File: config.mk
export PLATFORM = sky130hd
export DESIGN_NAME = uart_tx_serializer_flat
export DESIGN_NICKNAME = d
export VERILOG_FILES = /design/src/rtl/uart_pkg.sv /design/src/rtl/uart_tx_serializer_if.sv /design/src/rtl/uart_parity_gen.sv /design/src/rtl/uart_tx_serializer.sv /design/src/flat_wrapper.sv
export SDC_FILE = /design/constraint.sdc
export NUM_CORES = 1
export LEC_CHECK = 0
export ABC_CLOCK_PERIOD_IN_PS = 2000
export CAP_MARGIN = 20
export CORE_AREA = 2 2 66 68
export DETAILED_ROUTE_END_ITERATION = 16
export DIE_AREA = 0 0 68 70
export GPL_TIMING_DRIVEN = 0
export SLEW_MARGIN = 20
export SYNTH_ARGS = -nofsm -noshare
export SYNTH_HDL_FRONTEND = slang
export SYNTH_SLANG_ARGS = --single-unit
export TNS_END_PERCENT = 30
File: constraint.sdc
create_clock -name pclk -period 2 [get_ports pclk]
set_clock_uncertainty 0.05 [all_clocks]
set_input_delay 0.2 -clock pclk [delete_from_list [all_inputs] [get_ports pclk]]
set_output_delay 0.2 -clock pclk [all_outputs]
set_load 0.005 [all_outputs]
File: src/rtl/uart_pkg.sv
// Shared UART definitions: FSM state codes, word-length decode, oversampling
// defaults and the parity helper used by both TX and RX paths.
package uart_pkg;

   localparam int OVERSAMPLE_DEF = 16;
   localparam int TICK_W         = $clog2(OVERSAMPLE_DEF);

   localparam logic [1:0] WLS_5 = 2'd0;
   localparam logic [1:0] WLS_6 = 2'd1;
   localparam logic [1:0] WLS_7 = 2'd2;
   localparam logic [1:0] WLS_8 = 2'd3;

   typedef logic [2:0] uart_state_t;
   localparam uart_state_t S_IDLE   = 3'd0;
   localparam uart_state_t S_START  = 3'd1;
   localparam uart_state_t S_DATA   = 3'd2;
   localparam uart_state_t S_PARITY = 3'd3;
   localparam uart_state_t S_STOP   = 3'd4;

   function automatic logic [7:0] wls_mask(input logic [1:0] wls);
      logic [7:0] m;
      case (wls)
         WLS_5:   m = 8'h1F;
         WLS_6:   m = 8'h3F;
         WLS_7:   m = 8'h7F;
         WLS_8:   m = 8'hFF;
         default: m = 8'hFF;
      endcase
      return m;
   endfunction

   // eps=1 gives even parity (plain XOR), eps=0 odd; bits above the word length never count
   function automatic logic calc_parity(input logic [7:0] data, input logic [1:0] wls,
                                        input logic eps);
      return (^(data & wls_mask(wls))) ^ ~eps;
   endfunction

endpackage

File: src/rtl/uart_tx_serializer_if.sv
// FIFO-side and line-side signals of the UART transmit serializer.
// slave = serializer, master = whatever drives the LCR/FIFO/tick inputs.
interface uart_tx_serializer_if;
   logic       tx_en;
   logic       baud_tick;
   logic [1:0] lcr_wls;
   logic       lcr_stb;
   logic       lcr_pen;
   logic       lcr_eps;
   logic       fifo_empty;
   logic [7:0] fifo_data;
   logic       fifo_rd;
   logic       txd;
   logic       tx_busy;
   logic       tx_done;

   modport master (
      output tx_en, baud_tick, lcr_wls, lcr_stb, lcr_pen, lcr_eps, fifo_empty, fifo_data,
      input  fifo_rd, txd, tx_busy, tx_done
   );

   modport slave (
      input  tx_en, baud_tick, lcr_wls, lcr_stb, lcr_pen, lcr_eps, fifo_empty, fifo_data,
      output fifo_rd, txd, tx_busy, tx_done
   );
endinterface

File: src/rtl/uart_parity_gen.sv
// Combinational parity over the active data bits; shared by the TX and RX paths.
module uart_parity_gen
   import uart_pkg::*;
(
   input  logic [7:0] data_i,
   input  logic [1:0] wls_i,
   input  logic       eps_i,
   output logic       parity_o
);

   // parity is a pure function of the byte and the latched line settings
   always_comb begin
      parity_o = calc_parity(data_i, wls_i, eps_i);
   end

endmodule

File: src/rtl/uart_tx_serializer.sv
// UART transmit serializer: pops the TX FIFO head and frames it start/data/parity/stop.
// Parity support is compiled in only when UART_TX_PARITY_EN is defined.
module uart_tx_serializer
   import uart_pkg::*;
#(
   parameter int OVERSAMPLE = OVERSAMPLE_DEF
) (
   input  logic               pclk,
   input  logic               presetn,
   uart_tx_serializer_if.slave bus
);

   localparam int            TW        = $clog2(OVERSAMPLE);
   localparam logic [TW-1:0] TICK_LAST = TW'(OVERSAMPLE - 1);

   uart_state_t   state_q, state_d;
   logic [TW-1:0] tick_q, tick_d;
   logic [2:0]    bit_q, bit_d;
   logic [7:0]    shift_q, shift_d;
   logic [1:0]    wls_q, wls_d;
   logic          stb_q, stb_d;
   logic          pen_q, pen_d;
   logic          par_q, par_d;
   logic          txd_q, txd_d;
   logic          busy_q, busy_d;
   logic          done_q, done_d;
   logic          pop_s;
   logic          bit_end_s;
   logic          pen_s;
   logic          par_s;

`ifdef UART_TX_PARITY_EN
   uart_parity_gen u_par (
      .data_i   (bus.fifo_data),
      .wls_i    (bus.lcr_wls),
      .eps_i    (bus.lcr_eps),
      .parity_o (par_s)
   );
   assign pen_s = bus.lcr_pen;
`else
   logic unused_lcr_s;
   assign unused_lcr_s = bus.lcr_pen ^ bus.lcr_eps;
   assign par_s        = 1'b0;
   assign pen_s        = 1'b0;
`endif

   // Holding off during the tx_done cycle puts the next pop one cycle after tx_done.
   assign pop_s     = (state_q == S_IDLE) & bus.tx_en & ~bus.fifo_empty & ~done_q;
   assign bit_end_s = bus.baud_tick & (tick_q == TICK_LAST);

   // Next-state logic for the framing FSM, counters and shift register
   always_comb begin
      state_d = state_q;
      tick_d  = tick_q;
      bit_d   = bit_q;
      shift_d = shift_q;
      wls_d   = wls_q;
      stb_d   = stb_q;
      pen_d   = pen_q;
      par_d   = par_q;
      txd_d   = txd_q;
      done_d  = 1'b0;
      if (state_q == S_IDLE) begin
         if (pop_s) begin
            shift_d = bus.fifo_data;
            wls_d   = bus.lcr_wls;
            stb_d   = bus.lcr_stb;
            pen_d   = pen_s;
            par_d   = par_s;
            tick_d  = '0;
            bit_d   = 3'd0;
            state_d = S_START;
            txd_d   = 1'b0;
         end else begin
            txd_d = 1'b1;
         end
      end else if (bus.baud_tick) begin
         if (bit_end_s) begin
            tick_d = '0;
            case (state_q)
               S_START: begin
                  state_d = S_DATA;
                  bit_d   = 3'd0;
                  txd_d   = shift_q[0];
               end
               S_DATA: begin
                  if (bit_q == (3'd4 + {1'b0, wls_q})) begin
                     bit_d = 3'd0;
                     if (pen_q) begin
                        state_d = S_PARITY;
                        txd_d   = par_q;
                     end else begin
                        state_d = S_STOP;
                        txd_d   = 1'b1;
                     end
                  end else begin
                     bit_d   = bit_q + 3'd1;
                     shift_d = {1'b0, shift_q[7:1]};
                     txd_d   = shift_q[1];
                  end
               end
               S_PARITY: begin
                  state_d = S_STOP;
                  bit_d   = 3'd0;
                  txd_d   = 1'b1;
               end
               S_STOP: begin
                  txd_d = 1'b1;
                  if (stb_q && (bit_q == 3'd0)) begin
                     bit_d = 3'd1;
                  end else begin
                     state_d = S_IDLE;
                     done_d  = 1'b1;
                  end
               end
               default: begin
                  state_d = S_IDLE;
                  txd_d   = 1'b1;
               end
            endcase
         end else begin
            tick_d = tick_q + TW'(1);
         end
      end else begin
         tick_d = tick_q;
      end
      busy_d = (state_d != S_IDLE);
   end

   // State and output registers; reset aborts any frame and forces the line high
   always_ff @(posedge pclk or negedge presetn) begin
      if (!presetn) begin
         state_q <= S_IDLE;
         tick_q  <= '0;
         bit_q   <= 3'd0;
         shift_q <= 8'h00;
         wls_q   <= 2'd0;
         stb_q   <= 1'b0;
         pen_q   <= 1'b0;
         par_q   <= 1'b0;
         txd_q   <= 1'b1;
         busy_q  <= 1'b0;
         done_q  <= 1'b0;
      end else begin
         state_q <= state_d;
         tick_q  <= tick_d;
         bit_q   <= bit_d;
         shift_q <= shift_d;
         wls_q   <= wls_d;
         stb_q   <= stb_d;
         pen_q   <= pen_d;
         par_q   <= par_d;
         txd_q   <= txd_d;
         busy_q  <= busy_d;
         done_q  <= done_d;
      end
   end

   assign bus.fifo_rd = pop_s;
   assign bus.txd     = txd_q;
   assign bus.tx_busy = busy_q;
   assign bus.tx_done = done_q;

endmodule

File: src/flat_wrapper.sv
// flat-port wrapper written by rule: the top's interface ports become plain ports
module uart_tx_serializer_flat import uart_pkg::*;
#(
   parameter int OVERSAMPLE = OVERSAMPLE_DEF
)
  (pclk, presetn, bus_tx_en, bus_baud_tick, bus_lcr_wls, bus_lcr_stb, bus_lcr_pen, bus_lcr_eps, bus_fifo_empty, bus_fifo_data, bus_fifo_rd, bus_txd, bus_tx_busy, bus_tx_done);
  uart_tx_serializer_if bus_i ();
  input  logic pclk;
  input  logic presetn;
  input wire logic [$bits(bus_i.tx_en)-1:0] bus_tx_en;
  input wire logic [$bits(bus_i.baud_tick)-1:0] bus_baud_tick;
  input wire logic [$bits(bus_i.lcr_wls)-1:0] bus_lcr_wls;
  input wire logic [$bits(bus_i.lcr_stb)-1:0] bus_lcr_stb;
  input wire logic [$bits(bus_i.lcr_pen)-1:0] bus_lcr_pen;
  input wire logic [$bits(bus_i.lcr_eps)-1:0] bus_lcr_eps;
  input wire logic [$bits(bus_i.fifo_empty)-1:0] bus_fifo_empty;
  input wire logic [$bits(bus_i.fifo_data)-1:0] bus_fifo_data;
  output wire logic [$bits(bus_i.fifo_rd)-1:0] bus_fifo_rd;
  output wire logic [$bits(bus_i.txd)-1:0] bus_txd;
  output wire logic [$bits(bus_i.tx_busy)-1:0] bus_tx_busy;
  output wire logic [$bits(bus_i.tx_done)-1:0] bus_tx_done;
  assign bus_i.tx_en = bus_tx_en;
  assign bus_i.baud_tick = bus_baud_tick;
  assign bus_i.lcr_wls = bus_lcr_wls;
  assign bus_i.lcr_stb = bus_lcr_stb;
  assign bus_i.lcr_pen = bus_lcr_pen;
  assign bus_i.lcr_eps = bus_lcr_eps;
  assign bus_i.fifo_empty = bus_fifo_empty;
  assign bus_i.fifo_data = bus_fifo_data;
  assign bus_fifo_rd = bus_i.fifo_rd;
  assign bus_txd = bus_i.txd;
  assign bus_tx_busy = bus_i.tx_busy;
  assign bus_tx_done = bus_i.tx_done;
  uart_tx_serializer #(.OVERSAMPLE(OVERSAMPLE)) u_core (.pclk(pclk), .presetn(presetn), .bus(bus_i));
endmodule
======== Yosys cells after proc, flatten, opt, wreduce, memory -nomap -nowiden ========
Cells that the tools add are included.
cells by class
  $lt $le $gt $ge ......................... 0
  shift operators ......................... 0
  bitwise operators ....................... 6
  muxes and demuxes ....................... 35
  equality and inequality tests ........... 9
  div/mod/pow operators ................... 0
  $add $sub $neg .......................... 3
  multiply operators ...................... 0
  reductions and logical operators ........ 14
operators by type and width
  cell                   number
  $mux W8                6
  $mux W3                12
  $mux W4                4
  $pmux W3 S4            1
  $mux W1                10
  $reduce_and A5 Y1      2
  $pmux W3 S3            1
  $eq A3 B2 Y1 const B   2
  $logic_not A3 Y1       2
  $reduce_and A2 Y1      3
  $reduce_bool A2 Y1     3
  $add A4 B1 Y4 const B  1
  $and A1 B1 Y1          4
  $eq A4 B4 Y1 const B   1
  $reduce_bool A4 Y1     1
  $add A3 B1 Y3 const B  1
  $add A3 B2 Y3 const A  1
  $eq A3 B1 Y1 const B   1
  $eq A3 B3 Y1           1
  $eq A3 B3 Y1 const B   1
  $ne A3 B1 Y1 const B   1
  $reduce_bool A3 Y1     1
  $ne A2 B1 Y1 const B   1
  $ne A2 B2 Y1 const B   1
  4 further kinds        5
word-level totals
  register bits ........................... 24
  memory bits (read-only) ................. 0
  latch bits .............................. 0
  input port bits ......................... 18
  output and inout bits ................... 4
  memories ................................ 0
  memory bits (writable) .................. 0

======== Logic depth before layout (Yosys ltp) ========
Gate-level depths: netlist of run 1.
  depth after elaboration ................. 8
  mapped depth ............................ 6

======== Worst setup path before layout of run 1 ========
No wires, ideal clock.
  path kind ............................... register to register
  start point ............................. register u_core.tick_q[0]
  end point ............................... register u_core.shift_q[0]
  stages on the path, launching flop included .. 6
  path slack .............................. 0.327 ns
  clock period less this slack ............ 1.673 ns
  library setup time ...................... 0.125 ns
  data arrival time ....................... 1.498 ns
  path through ............................ dfrtp_1 -> ha_1 -> nand4_4 -> nor2_1 -> o21ai_2 -> mux2_2
between the ends
  cells in the longest elaborated chain, start to end .. 4
ends and longest elaborated chain
  element                       line                       source
  start: declaration            uart_tx_serializer.sv:17   logic [TW-1:0] tick_q, tick_d;
  start signal: assignment      uart_tx_serializer.sv:146  tick_q <= tick_d;
  $eq A4 B4 Y1                  uart_tx_serializer.sv:49   assign bit_end_s = bus.baud_tick & (tick_q == TICK_LAST);
  $and A1 B1 Y1                 uart_tx_serializer.sv:49
  $reduce_bool A2 Y1 (no line)  -
  $reduce_and A5 Y1 (no line)   -
  end signal: assignment        uart_tx_serializer.sv:148  shift_q <= shift_d;
  end: declaration              uart_tx_serializer.sv:19   logic [7:0] shift_q, shift_d;
Every way passes these cells.
A chain may end at the register's enable or synchronous reset.

======== Final worst setup path of run 1 ========
  start point ............................. register u_core.tick_q[0]
  end point ............................... register u_core.shift_q[6]
The elaborated chain is that of the path after synthesis.

==> flow_metrics.tcl, run 1 <==
set metrics [dict create \
    synth_largest_area_cell "dfrtp_1" \
    critPathBufInv 0 \
    hold_path_class "in2async" \
    rsz0062_at_grt "false" \
    yosysMostFrequentCell "dfrtp_1" \
    crit_end "u_core.shift_q[6]$_DFFE_PN0P_" \
    maxCapViolations 0 \
    placed_area_um2 1620 \
    multiInputGateArea_um2 698 \
    synthToLayoutAreaGrowth_pct 24.3 \
    timing.rr.start "u_core.tick_q[0]$_DFFE_PN0P_" \
    power.clock.fraction_pct 24.4 \
    leakagePower_nw 0.762 \
    clock-sinks 24 \
    nets 160 \
    grt_pass1_vias 1013 \
    synth_edf_count 0 \
    ys_warn_count 0 \
    htreeDepth 1 \
    synthDistinctLibCells 44 \
    report.final.slew_viol_count 0 \
    core_um2 4140 \
    grt_use_total_pct 12.7 \
    synth_area_leaders "dfrtp_1 (42%), mux2_2 (14%), ha_1 (2.7%)" \
    fillers 416 \
    numPortBuffers 19 \
    synth_common_cells "dfrtp_1 (23), mux2_2 (17), nor2_1 (5)" \
    p_total_mw 1.34 \
    wl_per_cell_um 14.3 \
    wl_met1_um 1280 \
    grt_pass1_wl_um 4630 \
    clk_pin_slew_ps 80 \
    setup_viol 0 \
    die_w_um 68 \
    synth_area_per_cell_um2 12.2 \
    antenna_found_initial 0 \
    met2WireLength_um 1300 \
    synth_cells 112 \
    slowest_stage "dfrtp_1" \
    crit_required_ps 2100 \
    swShare_pct 29.8 \
    fin_crit_sh_pct 92.9 \
    finalInstanceArea_um2 1700 \
    crit_cells 5 \
    vias 983 \
    final-hold-violation-count 0 \
    hold_ws_ps 395 \
    cts_buffers 3 \
    clk_latency_ps 260 \
    r2r_end "u_core.shift_q[6]$_DFFE_PN0P_" \
    synth_seq_cells 24 \
    arrival_ps 1960 \
    seqPwrFrac_pct 46.8 \
    die_height_um 70 \
    p_comb_share_pct 28.8 \
    met3_length_um 96 \
    min_period_ps 1860 \
    path_class "reg2reg" \
    initial_core_util_pct 33.0 \
    drt_wl_total_um 2720 \
    hpwl_um 1960 \
    reg2reg_depth 5 \
    finalWeightedCongestion 0.792 \
    drive_gt1_share_pct 30.4 \
    seqCellArea_um2 602 \
    io_pins 22 \
    drc_errors 0 \
    synthFlopType "dfrtp_1" \
    antenna_cells 0 \
    slowest_delay_ps 420 \
    drt_pre_antenna_iters 4 \
    p_per_area_nw_per_um2 788 \
    power_switching_uw 400 \
    grt_max_degree 25 \
    p_int_uw 941 \
    die_area_um2 4760 \
    cts_tree "done" \
    syn_area_um2 1370 \
    routed.top_layer "met4" \
    run_status "finished, final reports clean" \
    via_per_inst 5.17 \
    core.rowCount 24 \
    cp_top_family "flip-flops" \
    cts_root_buffer "clkbuf_8" \
    crit_path_start_kind "register" \
    synth_top_cell_area_share_pct 42.0 \
    crit_fanout 9 \
    fmax_mhz 538 \
    finalNonFillerCells 190 \
    relSlewSlack_pct 63.7 \
    initialDrtViolationCount 79 \
    crit_start "u_core.tick_q[0]$_DFFE_PN0P_" \
    rrSetupSlack_ps 140 \
    dp.cells 183 \
    max-vdd-ir-drop_mv 0.211 \
    clk_path_buf_depth 2 \
    end_kind "register" \
    yosysSeqAreaShare_pct 44.0 \
    async_reset_ff_share_pct 100 \
    overflow 0 \
    worst-slew-pin-transition_ps 545 \
    antenna_left 0 \
    synthesis.nets 133 \
    finalSetupTns_ps 0 \
    path_cells "ha_1 -> nand4_4 -> nor2_1 -> o21ai_2 -> mux2_2" \
]
power by group through the flow:
| stage | logic, mW | registers, mW | clock network (mW) |
|---|---|---|---|
| floorplan | 0.275 | 0.623 | 0 |
| global placement | 0.371 | 0.632 | 0 |
| detailed placement | 0.387 | 0.638 | 0 |
| CTS | 0.391 | 0.628 | 0.342 |
| global route | 0.436 | 0.640 | 0.364 |
| finish | 0.387 | 0.628 | 0.327 |
per-stage QoR:
| stage | setup WS, ps | utilization, % |
|---|---|---|
| floorplan | 327 | - |
| global placement | 141 | 39.2 |
| detailed placement | 95.3 | 39.2 |
| CTS | 99.2 | 40.9 |
| global route | 19.4 | 41.1 |
| finish | 142 | 41.1 |
kinds of logic after synthesis:
logic type               Yosys count  synth area share [%]
AO/OA/AOI/OAI                     25                  15.7
AND/OR/NAND/NOR                   26                  12.9
buffers and inverters             10                  5.03
flip-flops                        24                  44.0
XOR/XNOR                           2                  1.28
multiplexers                      22                  18.4
adder cells (fa/ha/maj)            3                  2.74
final cells by class:
type                       instances  area share [%]
inverter                           4           0.882
multi-input combinational         78            41.0
sequential                        24            35.4
clock buffer                       4            3.24
buffer                             6            3.38
tap                               52            3.82
timing repair buffer              22            12.3
cells in the final DEF, fill, tap and decap left out, drive strengths merged, types with 3 or more instances in the layout:
master,count
nor3,4
nand2,3
dfrtp,23
clkdlybuf4s50,17
a21oi,3
ha,3
inv,4
mux2,19
buf,9
clkbuf,4
o21ai,4
nor2,5
mux2i,3
registers in the layout, summed over array words and instances, names as in the netlist:
register,count
u_core.state_q,3
u_core.bus.tx_busy,1
u_core.stb_q,1
u_core.shift_q,8
u_core.bus.tx_done,1
u_core.bus.txd,1
u_core.tick_q,4
u_core.bit_q,3
u_core.wls_q,2
how the worst min path moves through the flow:
stage,start,endpoint,slack [ps]
after global placement,u_core.shift_q[7]$_DFFE_PN0P_,u_core.shift_q[7]$_DFFE_PN0P_,430
final,presetn,u_core.bus.tx_busy$_DFF_PN0_,400
after detailed placement,u_core.shift_q[7]$_DFFE_PN0P_,u_core.shift_q[7]$_DFFE_PN0P_,440
after floorplan,presetn,u_core.bit_q[0]$_DFFE_PN0P_,-150
after CTS,u_core.shift_q[7]$_DFFE_PN0P_,u_core.shift_q[7]$_DFFE_PN0P_,460
after global routing,presetn,u_core.bus.tx_busy$_DFF_PN0_,440
routing by layer:
layer,vias up,track usage (%)
li1,466,-
met1,494,17.1
met2,19,19.8
met3,4,2.25
met4,0,5.33
met5,-,0
worst reg2reg max path: stages (launching register included):
cell	delay (ps)
dfrtp_1	420
ha_1	310
nand4_4	150
nor2_1	70
o21ai_2	350
mux2_2	390
repair_timing:
item                       4_1_cts  5_1_grt
hold endpoints to repair         0       23
hold buffers                     0        1
setup buffers                    2        0
setup endpoints to repair        1        0
gates resized for setup          2        0
No activity file was read; power rests on OpenSTA's default activity.
==> inputs of run 2 (changes only) <==
--- a/config.mk
+++ b/config.mk
@@ -5,7 +5,7 @@
 export SDC_FILE = /design/constraint.sdc
 export NUM_CORES = 1
 export LEC_CHECK = 0
-export ABC_CLOCK_PERIOD_IN_PS = 2000
+export ABC_CLOCK_PERIOD_IN_PS = 2250
 export CAP_MARGIN = 20
 export CORE_AREA = 2 2 66 68
 export DETAILED_ROUTE_END_ITERATION = 16
==> constraint.sdc (replaced) <==
create_clock -name pclk -period 2.25 [get_ports pclk]
set_clock_uncertainty 0.05 [all_clocks]
set_input_delay 0.225 -clock pclk [delete_from_list [all_inputs] [get_ports pclk]]
set_output_delay 0.225 -clock pclk [all_outputs]
set_load 0.005 [all_outputs]
==> run 2 against run 1 <==
  * Die area stayed put
  * Combinational power is 12% lower
  * Sequential power is 11% lower
  * Cell count is 1.1% lower
  * Critical path type is now reg2out
  * Largest cell class unchanged
  * Highest routed layer unchanged
==> flow_metrics.tcl, run 2 (same netlist as run 1, synthesis figures left out) <==
set metrics [dict create \
    layout_common_cells "dfrtp_1 (23), clkdlybuf4s50_1 (18), mux2_2 (17), nor2_1 (5)" \
    setup_viol 0 \
    crit_required_ps 1980 \
    largestRegisters "u_core.shift_q (8), u_core.tick_q (4)" \
    fin_ws_ps 110 \
    nets 158 \
    die_height_um 70 \
    run_status "finished, final reports clean" \
    antenna_found_initial 0 \
    clock-sinks 24 \
    swShare_pct 29.8 \
    report.final.slew_viol_count 0 \
    relSlewSlack_pct 63.8 \
    drt_wl_total_um 2660 \
    hpwl_um 1960 \
    grt_max_degree 25 \
    grt_use_total_pct 12.4 \
    worst-slew-pin-transition_ps 543 \
    final-hold-violation-count 0 \
    path_class "reg2out" \
    grt_pass1_vias 1004 \
    leakagePower_nw 0.744 \
    die_w_um 68 \
    antenna_cells 0 \
    largest_reg_flops 8 \
    rsz0062_at_grt "false" \
    crit_path_start_kind "register" \
    antenna_left 0 \
    p_int_uw 836 \
    power_switching_uw 354 \
    drc_errors 0 \
    hold_path_class "in2async" \
    grt_pass1_wl_um 4540 \
    cts_tree "done" \
    rrSetupSlack_ps 390 \
    overflow 0 \
    via_per_inst 5.14 \
    cts_hold_buf 0 \
    place_ws_ps 320 \
    largest-register "u_core.shift_q" \
    seqPwrFrac_pct 46.8 \
    clk_pin_slew_ps 80 \
    p_total_mw 1.19 \
    finalWeightedCongestion 0.792 \
    synthToLayoutAreaGrowth_pct 23.0 \
    power.clock.fraction_pct 24.4 \
    wl_per_cell_um 14.1 \
    arrival_ps 1870 \
    htreeDepth 1 \
    clk_path_buf_depth 2 \
    core_um2 4140 \
    drt_pre_antenna_iters 4 \
    vias 966 \
    fillers 417 \
    numPortBuffers 19 \
    cts_buffers 3 \
    end_kind "output pin" \
    seqCellArea_um2 602 \
    fin_crit_sh_pct 95.1 \
    die_area_um2 4760 \
    finalNonFillerCells 188 \
    fmax_mhz 467 \
    min_period_ps 2140 \
    final_common_cell "dfrtp_1" \
    io_pins 22 \
    clk_latency_ps 260 \
    cts_root_buffer "clkbuf_8" \
    core.rowCount 24 \
    maxCapViolations 0 \
    cts_setup_buffers 0 \
    crit_fanout 10 \
    dp.cells 183 \
    finalSetupTns_ps 0 \
    cts-resized-gates 0 \
    initial_core_util_pct 33.0 \
    initialDrtViolationCount 61 \
    p_per_area_nw_per_um2 707 \
    multiInputGateArea_um2 698 \
    drive_gt1_share_pct 29.4 \
    p_comb_share_pct 28.8 \
    max-vdd-ir-drop_mv 0.189 \
]
## run 2: cell types whose count changed in the layout (fill, tap and decap cells not counted)
cell	previous run	this run
dlygate4sd2_1	1	0
buf_4	4	3
buf_6	2	1
clkdlybuf4s50_1	17	18
## run 2: area by class of cell
type                            count  share of cell area, %
Buffer                              6                   3.19
Sequential cell                    24                   35.7
Inverter                            4                  0.892
Timing Repair Buffer               20                   11.6
Clock buffer                        4                   3.27
Multi-Input combinational cell     78                   41.5
Tap cell                           52                   3.86
## run 2: path summary, 6_finish.rpt
kind	from	endpoint	cells past startpoint
worst max-delay path	u_core.state_q[1]$_DFF_PN0_	bus_fifo_rd	5
worst min-delay path	presetn	u_core.bus.tx_busy$_DFF_PN0_	2
worst max register to register	u_core.tick_q[0]$_DFFE_PN0P_	u_core.shift_q[6]$_DFFE_PN0P_	5
worst min register to register	u_core.shift_q[7]$_DFFE_PN0P_	u_core.shift_q[7]$_DFFE_PN0P_	1
max in group asynchronous	presetn	u_core.bus.txd$_DFFE_PN1P_	2
min in group pclk	u_core.shift_q[7]$_DFFE_PN0P_	u_core.shift_q[7]$_DFFE_PN0P_	1
## run 2: through the flow
step	utilization [%]	hold WS [ps]	area (um^2)
3_5_place_dp	39.2	441	1620
3_3_place_gp	39.2	431	1620
5_1_grt	40.6	463	1680
6_report	40.6	421	1680
4_1_cts	40.5	461	1680
2_1_floorplan	-	-121	1370
## run 2: critical path: stages (launching register included)
cell and delay, ps:
dfrtp_1 370, buf_4 170, nor3_4 170, and3_4 230
buf_8 150, clkdlybuf4s50_1 510
## run 2: power groups by stage
stage               clock (mW)  sequential [mW]  combinational [mW]
floorplan                    0            0.553               0.244
global placement             0            0.562               0.330
detailed placement           0            0.567               0.344
CTS                      0.304            0.558               0.348
global route             0.323            0.569               0.387
finish                   0.290            0.558               0.342
## run 2: per-layer routing
layer | wire [um] | global-route usage (%) | up-vias
met5 | 0 | 0 | -
met4 | 44 | 5.33 | 0
met3 | 78 | 2.25 | 4
met2 | 1290 | 19.5 | 15
met1 | 1250 | 16.5 | 483
li1 | - | - | 464
